## src/rtl/imem_loader_pkg.sv

```systemverilog
// Shared types and constants for the UART instruction-memory loader.
// Frame: A5, LEN_LO, LEN_HI, N little-endian words, XOR checksum.
package imem_loader_pkg;

  typedef enum logic [2:0] {
    ST_IDLE,
    ST_LEN_LO,
    ST_LEN_HI,
    ST_DATA,
    ST_CHECK,
    ST_DONE,
    ST_ERROR
  } loader_state_e;

  localparam logic [7:0] LOADER_MAGIC = 8'hA5;
  localparam int         LEN_W        = 16;

endpackage

```

## src/rtl/loader_timeout.sv

```systemverilog
// Inter-byte watchdog: reloads on clr or while idle, fires expire
// once TIMEOUT_CYCLES enabled cycles pass without a clr.
module loader_timeout #(
  parameter int TIMEOUT_CYCLES = 1000000
) (
  input  logic clk,
  input  logic rst_n,
  input  logic clr,
  input  logic en,
  output logic expire
);

  localparam int CNT_W = $clog2(TIMEOUT_CYCLES + 1);
  localparam logic [CNT_W-1:0] RELOAD =
    CNT_W'(TIMEOUT_CYCLES - 1);

  logic [CNT_W-1:0] cnt_q;
  logic [CNT_W-1:0] cnt_d;

  always_comb begin
    cnt_d = cnt_q;
    if (clr || !en) begin
      cnt_d = RELOAD;
    end else if (cnt_q != '0) begin
      cnt_d = cnt_q - CNT_W'(1);
    end
  end

  assign expire = en && !clr && (cnt_q == '0);

  always_ff @(posedge clk or negedge rst_n) begin
    if (!rst_n) begin
      cnt_q <= '0;
    end else begin
      cnt_q <= cnt_d;
    end
  end

endmodule

```

## src/rtl/imem_loader.sv

```systemverilog
// Receives a framed program image over UART, writes it into
// instruction memory and holds/restarts the core around the load.
module imem_loader
  import imem_loader_pkg::*;
#(
  parameter int ADDR_W         = 10,
  parameter int MAX_WORDS      = 1024,
  parameter int TIMEOUT_CYCLES = 1000000
) (
  input  logic              clk,
  input  logic              rst_n,
  input  logic [7:0]        rx_data,
  input  logic              rx_valid,
  output logic              imem_wr_en,
  output logic [ADDR_W-1:0] imem_wr_addr,
  output logic [31:0]       imem_wr_data,
  output logic              core_hold,
  output logic              core_restart,
  output logic              busy,
  output logic              load_done,
  output logic              load_err
);

  loader_state_e state_q, state_d;

  logic [LEN_W-1:0]  len_q, len_d;
  logic [LEN_W-1:0]  idx_q, idx_d;
  logic [7:0]        csum_q, csum_d;
  logic [1:0]        bcnt_q, bcnt_d;
  logic [23:0]       word_q, word_d;
  logic              wr_en_q, wr_en_d;
  logic [ADDR_W-1:0] wr_addr_q, wr_addr_d;
  logic [31:0]       wr_data_q, wr_data_d;
  logic              hold_q, hold_d;
  logic              restart_q, restart_d;
  logic              busy_q, busy_d;
  logic              done_q, done_d;
  logic              err_q, err_d;

  logic [LEN_W-1:0]  len_full;
  logic              tmo_en;
  logic              tmo_expire;

  assign tmo_en = (state_q == ST_LEN_LO) ||
                  (state_q == ST_LEN_HI) ||
                  (state_q == ST_DATA)   ||
                  (state_q == ST_CHECK);

  loader_timeout #(
    .TIMEOUT_CYCLES(TIMEOUT_CYCLES)
  ) u_timeout (
    .clk   (clk),
    .rst_n (rst_n),
    .clr   (rx_valid),
    .en    (tmo_en),
    .expire(tmo_expire)
  );

  always_comb begin
    state_d   = state_q;
    len_d     = len_q;
    idx_d     = idx_q;
    csum_d    = csum_q;
    bcnt_d    = bcnt_q;
    word_d    = word_q;
    wr_en_d   = 1'b0;
    wr_addr_d = wr_addr_q;
    wr_data_d = wr_data_q;
    hold_d    = hold_q;
    restart_d = 1'b0;
    busy_d    = busy_q;
    done_d    = done_q;
    err_d     = err_q;
    len_full  = {rx_data, len_q[7:0]};

    if (rx_valid) begin
      unique case (state_q)
        ST_IDLE, ST_DONE, ST_ERROR: begin
          if (rx_data == LOADER_MAGIC) begin
            state_d = ST_LEN_LO;
            busy_d  = 1'b1;
            hold_d  = 1'b1;
            done_d  = 1'b0;
            err_d   = 1'b0;
            csum_d  = '0;
            idx_d   = '0;
            bcnt_d  = '0;
            len_d   = '0;
          end
        end
        ST_LEN_LO: begin
          len_d   = {8'h00, rx_data};
          csum_d  = csum_q ^ rx_data;
          state_d = ST_LEN_HI;
        end
        ST_LEN_HI: begin
          len_d  = len_full;
          csum_d = csum_q ^ rx_data;
          if (32'(len_full) > MAX_WORDS) begin
            state_d = ST_ERROR;
            err_d   = 1'b1;
            busy_d  = 1'b0;
          end else if (len_full == '0) begin
            state_d = ST_CHECK;
          end else begin
            state_d = ST_DATA;
          end
        end
        ST_DATA: begin
          csum_d = csum_q ^ rx_data;
          bcnt_d = bcnt_q + 2'd1;
          if (bcnt_q == 2'd3) begin
            wr_en_d   = 1'b1;
            wr_addr_d = idx_q[ADDR_W-1:0];
            wr_data_d = {rx_data, word_q};
            idx_d     = idx_q + LEN_W'(1);
            if (idx_q == len_q - LEN_W'(1)) begin
              state_d = ST_CHECK;
            end
          end else begin
            // Shift in from the top so byte 0 lands in [7:0].
            word_d = {rx_data, word_q[23:8]};
          end
        end
        ST_CHECK: begin
          if (rx_data == csum_q) begin
            state_d   = ST_DONE;
            restart_d = 1'b1;
            hold_d    = 1'b0;
            busy_d    = 1'b0;
            done_d    = 1'b1;
          end else begin
            state_d = ST_ERROR;
            err_d   = 1'b1;
            busy_d  = 1'b0;
          end
        end
        default: begin
          state_d = ST_IDLE;
        end
      endcase
    end else if (tmo_expire) begin
      state_d = ST_ERROR;
      err_d   = 1'b1;
      busy_d  = 1'b0;
    end
  end

  always_ff @(posedge clk or negedge rst_n) begin
    if (!rst_n) begin
      state_q   <= ST_IDLE;
      len_q     <= '0;
      idx_q     <= '0;
      csum_q    <= '0;
      bcnt_q    <= '0;
      word_q    <= '0;
      wr_en_q   <= 1'b0;
      wr_addr_q <= '0;
      wr_data_q <= '0;
      hold_q    <= 1'b0;
      restart_q <= 1'b0;
      busy_q    <= 1'b0;
      done_q    <= 1'b0;
      err_q     <= 1'b0;
    end else begin
      state_q   <= state_d;
      len_q     <= len_d;
      idx_q     <= idx_d;
      csum_q    <= csum_d;
      bcnt_q    <= bcnt_d;
      word_q    <= word_d;
      wr_en_q   <= wr_en_d;
      wr_addr_q <= wr_addr_d;
      wr_data_q <= wr_data_d;
      hold_q    <= hold_d;
      restart_q <= restart_d;
      busy_q    <= busy_d;
      done_q    <= done_d;
      err_q     <= err_d;
    end
  end

  assign imem_wr_en   = wr_en_q;
  assign imem_wr_addr = wr_addr_q;
  assign imem_wr_data = wr_data_q;
  assign core_hold    = hold_q;
  assign core_restart = restart_q;
  assign busy         = busy_q;
  assign load_done    = done_q;
  assign load_err     = err_q;

endmodule
```

## config.mk

```make
export PLATFORM = sky130hd
export DESIGN_NAME = imem_loader
export DESIGN_NICKNAME = d
export VERILOG_FILES = /design/src/rtl/imem_loader_pkg.sv /design/src/rtl/loader_timeout.sv /design/src/rtl/imem_loader.sv
export SDC_FILE = /design/constraint.sdc
export NUM_CORES = 1
export LEC_CHECK = 0
export CAP_MARGIN = 10
export CORE_ASPECT_RATIO = 0.75
export CORE_MARGIN = 2
export CORE_UTILIZATION = 55
export CTS_CLUSTER_DIAMETER = 40
export DETAILED_ROUTE_END_ITERATION = 10
export GPL_TIMING_DRIVEN = 0
export HOLD_SLACK_MARGIN = 0.03
export PLACE_DENSITY = 0.82
export SLEW_MARGIN = 20
export SYNTH_ARGS = -nofsm -noshare
export SYNTH_HDL_FRONTEND = slang
export SYNTH_SLANG_ARGS = --single-unit
```

## constraint.sdc

```tcl
create_clock -name clk -period 3.5 [get_ports clk]
set_clock_uncertainty 0.15 [all_clocks]
set_input_delay 0.7 -clock clk [delete_from_list [all_inputs] [get_ports clk]]
set_output_delay 0.7 -clock clk [all_outputs]
set_load 0.05 [all_outputs]
```

==> results of run 1 <==
## layer usage
| metal | track usage (%) | part of all wire, % |
|---|---|---|
| met5 | 0 | 0 |
| met2 | 41.2 | 47 |
| met3 | 6.52 | 6.3 |
| met4 | 8.11 | 1.4 |
| met1 | 35.3 | 46 |
## repair_timing
action	4_1_cts	5_1_grt
hold buffers	1	0
resized for setup	0	0
hold endpoints to repair	37	0
## final cells by class
class / count / share of cell area, %
inverters: 17 / 0.793
clock inverters: 13 / 1.76
multi-input cells: 445 / 37.3
repair buffers: 53 / 6.87
well taps: 162 / 2.52
plain buffers: 33 / 2.53
flip-flops and latches: 137 / 42.6
clock buffers: 19 / 5.63
## path summary, 6_finish.rpt
path | endpoint | start | slack (ns) | cells after the start
max reg2reg | state_q[1] | len_q[0] | 0.32 | 8
max | idx_q[3] | rx_data[2] | 0.15 | 7
min | imem_wr_data[11] | imem_wr_data[11] | 0.35 | 1
min reg2reg | imem_wr_data[11] | imem_wr_data[11] | 0.35 | 1
min in group asynchronous | csum_q[7] | rst_n | 0.59 | 2
max in group asynchronous | imem_wr_addr[2] | rst_n | 1.85 | 3
## synthesized netlist by cell type, drive strengths merged, types with 11 or more instances
library cell  count
a21oi            22
clkbuf           22
dfrtp           137
inv              17
mux2             69
nand2            62
nand3            13
nand4            11
nor2             50
nor3             14
o21ai            55
or3              14
xnor2            31
xor2             17
## per-stage QoR
step	cells	area, µm²	total power, mW
floorplan	632	6700	3.46
global placement	845	7410	3.89
detailed placement	846	7450	3.99
CTS	879	8050	5.81
global route	879	8050	6.11
finish	879	8050	5.82
## logic make-up after synthesis
family                     synth area share (%)
DFF                                        51.2
AOI/OAI and AO/OA                          9.73
buffers and inverters                      4.00
adders and majority gates                 0.934
muxes                                      11.9
and+or+nand+nor                            16.0
xor gates and xnor gates                   6.27
## sequential cells by signal (all words and copies together), names as in the netlist, 2 cells and up
| name | count |
|---|---|
| bcnt_q | 2 |
| idx_q | 16 |
| word_q | 24 |
| csum_q | 8 |
| imem_wr_data | 32 |
| state_q | 3 |
| len_q | 16 |
| imem_wr_addr | 10 |
| u_timeout.cnt_q | 20 |
## power by group
group | internal [mW] | leakage [nW] | switching (mW) | total (mW)
Sequential | 1.90 | 1.77 | 0.318 | 2.22
Combinational | 0.731 | 1.33 | 1.07 | 1.80
Clock | 1.09 | 0.287 | 0.707 | 1.80
==> run summary, run 1 <==
Total CTS buffers: 17
Ports: 59
Final WS setup: 0.150 ns
Core area: 11700 µm²
Leading area contributor after synthesis: dfrtp_1
Netlist cell types: 59
Postcts setup bufs: 0
Critical Path Max Stage Delay: 0.57 ns
Placed wire-length estimate: 10900 µm
Maximum clock frequency: 0.299 GHz
WP buf/inv: 2
Clock Path Buffers: 2
Post-synth EDFFs: 0
Synth area leaders: dfrtp_1 (51%), mux2_2 (11%), xnor2_1 (4.1%)
Multi-input logic area: 3000 µm²
Most used cell along the critical path: nor2_1
CP Cell Sequence: clkdlybuf4s50_1 -> nand4_1 -> nor4_1 -> o21ai_0 -> nor2_1 -> clkbuf_1 -> nor2_1
Storage cell area: 3430 µm²
Hold WC Path Type: flop to flop
Leak: 3.40 nW
CTS tree: yes
Commonest non-fill, non-tap cell in the layout: dfrtp_1
Initial drt markers: 496
Post-route ant nets: 0
Vias/cell: 5.89
Gr usage total: 25.8%
Worst vdd ir: 0.490 mV
Worst Setup Slack post-DPL: -0.120 ns
Status: finished, final reports clean
CP Max Fanout: 10
Antenna cells: 0
# rows: 34
Htree depth: 4
Post-synth ARST share: 100%
Clk slew on worst S/H paths: 0.06 ns
Tcrit/Tclk final: 95.7%
Final core occ: 68.6%
Initial antenna violation count: 0
Clock Latency Late Sink: 0.42 ns
Slowest-stage cell, CP: nor4_1
Total grt overflow: 0
# fillers: 861
Register bit count reported by yosys: 137
Req. time, crit path: 3.63 ns
Fin. max-slew vios: 0
Most used DFF post-synth: dfrtp_1
Initial Utilization: 57.1%
Worst Path Arrival: 3.48 ns
IO Port Bufs: 51
Final #Nets: 720
Cells after synthesis: 632
Most frequent cells in the layout: dfrtp_1 (137), mux2_2 (67), nand2_1 (62)
Setup total negative slack: 0 ns
Die W: 131 µm
Number of global-route vias before repair: 5367
DRT Pass-1 Iters: 6
Global-route wire length before repair: 26700 µm
CTS Sinks: 137
Drt wl/cell: 18.1 µm
Residual DRC: 0
Fin. Hold Viols: 0
Netlist Area Pre-Place: 6700 µm²
Die area: 13100 µm²
Max-capacitance violation count: 0
Setup Crit Path Kind: input port to flop
Final-report setup violation count: 0
Worst-case hold slack: 0.354 ns
Share of the synthesized area in the top cell type: 51.2%
Minimum clock period: 3.35 ns
CP Launch Type: input port
Die height: 99.6 µm
Gpl congestion: 0.892
Mapped Avg Cell Area: 10.6 µm²
Pwr Density: 723 nW/µm²
Seq/Total Area, Yosys: 51.2%
Delay-heaviest family, CP: simple AND/OR/NAND/NOR gates
Wirelength, routed: 15900 µm
Slew HR: 47.0%
Via count: 5178
Layout Area Growth over Synthesis: 20.1%
RSZ-0062 raised after global routing: false
Crit path capture type: flop
Worst-Margin Slew: 0.788 ns
Largest net degree at the start of global routing: 101
Yosys warns: 0
Root Buffer Master: clkbuf_16
Post-synthesis net count: 648
Layout cells sized above 1: 17.3%
No activity file was read; power rests on OpenSTA's default activity.
==> run 2, diff against run 1 <==
Settings changed: DONT_BUFFER_PORTS from default to 1, PLACE_DENSITY 0.82 to 0.75.
==> run 2 against run 1 <==
  * The run now ends with hold timing left
  * Clock power barely moved
  * Total power shrank 3.5%
  * Hold slack lost 0.53 ns
  * Sequential share of layout area increased by 3.1 points
  * First-iteration DRC count shrank 22%
  * Fmax is 7.0% higher
  * Largest cell class unchanged
  * Critical path type is now flop to flop
  * Setup slack gained 0.22 ns
  * Clock-buffer cell count shrank 2
  * Core utilization decreased by 4.6 points
==> run summary, run 2 (synthesis results as in run 1) <==
Initial antenna violation count: 0
Final #Nets: 667
Drt wl/cell: 18.1 µm
DRT Pass-1 Iters: 5
CTS tree: yes
Setup total negative slack: 0 ns
Ports: 59
CP Cell Sequence: inv_1 -> ha_1 -> or3b_2 -> or3_1 -> a21oi_1 -> o2111ai_1 -> a2111oi_2 -> o2bb2ai_2 -> mux2_1
Via count: 4895
Die W: 131 µm
Gr usage total: 24.2%
Residual DRC: 0
Status: finished with violations
Critical path origin: len_q[0]
Commonest non-fill, non-tap cell in the layout: dfrtp_1
Max FFs per register: 32
WP buf/inv: 1
Hold WC Path Type: input port to async pin
Setup Crit Path Kind: flop to flop
Clock Path Buffers: 2
Vias/cell: 5.93
# resized after CTS: 0
Clk slew on worst S/H paths: 0.07 ns
Critical Path Max Stage Delay: 0.52 ns
IO Port Bufs: 0
CP Capture Point: state_q[0]
Total grt overflow: 0
Final-report setup violation count: 0
Final Non-Filler Cells: 826
Worst r2r dst: state_q[0]
Delay-heaviest family, CP: simple AND/OR/NAND/NOR gates
Max-capacitance violation count: 0
Core area: 11700 µm²
CP Launch Type: flop
Placed wire-length estimate: 10100 µm
Clock Latency Late Sink: 0.42 ns
DP Area: 6900 µm²
Slew HR: 46.6%
Root Buffer Master: clkbuf_16
Worst-case hold slack: -0.176 ns
Pwr Density: 749 nW/µm²
# fillers: 960
R2R cell count: 9
CP Max Fanout: 6
Number of global-route vias before repair: 4898
Worst vdd ir: 0.454 mV
Most frequent cells in the layout: dfrtp_1 (137), mux2_2 (67), nand2_1 (62)
Failing checks: hold timing
Htree depth: 4
Worst path depth: 9
Minimum clock period: 3.13 ns
Post-route ant nets: 0
Layout Area Growth over Synthesis: 12.0%
Die height: 99.6 µm
DP Cell Count: 794
Die area: 13100 µm²
Postcts setup bufs: 0
Initial Utilization: 57.1%
Antenna cells: 0
Worst-Margin Slew: 0.793 ns
Tcrit/Tclk final: 89.5%
Crit path capture type: flop
Layout cells sized above 1: 18.4%
Final core occ: 63.9%
Gpl congestion: 0.840
R2R setup slack: 0.37 ns
Fin. Hold Viols: 137
Finished Cell Area: 7510 µm²
Total CTS buffers: 17
Leak: 3.20 nW
Worst Path Arrival: 3.28 ns
CTS Sinks: 137
Global-route wire length before repair: 25100 µm
Initial drt markers: 386
RSZ-0062 raised after global routing: false
Fin. max-slew vios: 0
Largest net degree at the start of global routing: 138
Wirelength, routed: 14900 µm
Maximum clock frequency: 0.319 GHz
# rows: 34
Slowest-stage cell, CP: or3b_2
Req. time, crit path: 3.65 ns
R2r startpoint: len_q[0]
run 2: cell count changes in the layout (fill, tap and decap cells not counted), sizes merged:
| cell | before | now |
|---|---|---|
| dlygate4sd3 | 2 | 1 |
| buf | 12 | 10 |
| inv | 21 | 24 |
| clkinv | 4 | 5 |
| bufinv | 2 | 0 |
| clkbuf | 41 | 39 |
| clkdlybuf4s50 | 50 | 0 |
run 2: area by class of cell:
type / count / area, µm² / share of cell area (%)
buffer: 33 / 204 / 2.72
clock buffer: 17 / 425 / 5.67
clock inverter: 15 / 178 / 2.37
inverter: 17 / 63.8 / 0.850
multi-input combinational: 445 / 3000 / 40.0
sequential: 137 / 3430 / 45.7
tap: 162 / 203 / 2.70
run 2: where the power goes:
part | internal [mW] | switching, mW | total (mW)
sequential | 1.90 | 0.515 | 2.41
combinational | 0.636 | 0.798 | 1.43
clock | 0.962 | 0.811 | 1.77
run 2: layer usage:
metal	up-vias	GRT usage, %	part of all wire, %
met5	-	0	0
met4	0	7.53	0.85
met3	15	6.07	6.7
met2	158	37.9	45
met1	2445	33.7	47
li1	2277	-	-
run 2: how the worst min path moves through the flow:
stage               startpoint                to  slack (ns)  cells after the start
finish                   rst_n   imem_wr_addr[9]       -0.18                      0
floorplan                rst_n         bcnt_q[0]        0.25                      0
detailed placement       rst_n   imem_wr_addr[9]        0.26                      0
CTS                      rst_n  imem_wr_data[30]       -0.19                      0
global route             rst_n         len_q[15]       -0.20                      0
global placement         rst_n   imem_wr_addr[8]        0.26                      0
run 2: metrics by stage:
step                      total power, mW  setup WS (ns)  hold WS [ns]
after floorplan                      3.46          0.594         0.254
after global placement               3.76          0.163         0.260
after detailed placement             3.84          0.111         0.259
after CTS                            5.63          0.375        -0.192
after global routing                 5.93          0.141        -0.197
final                                5.62          0.368        -0.176
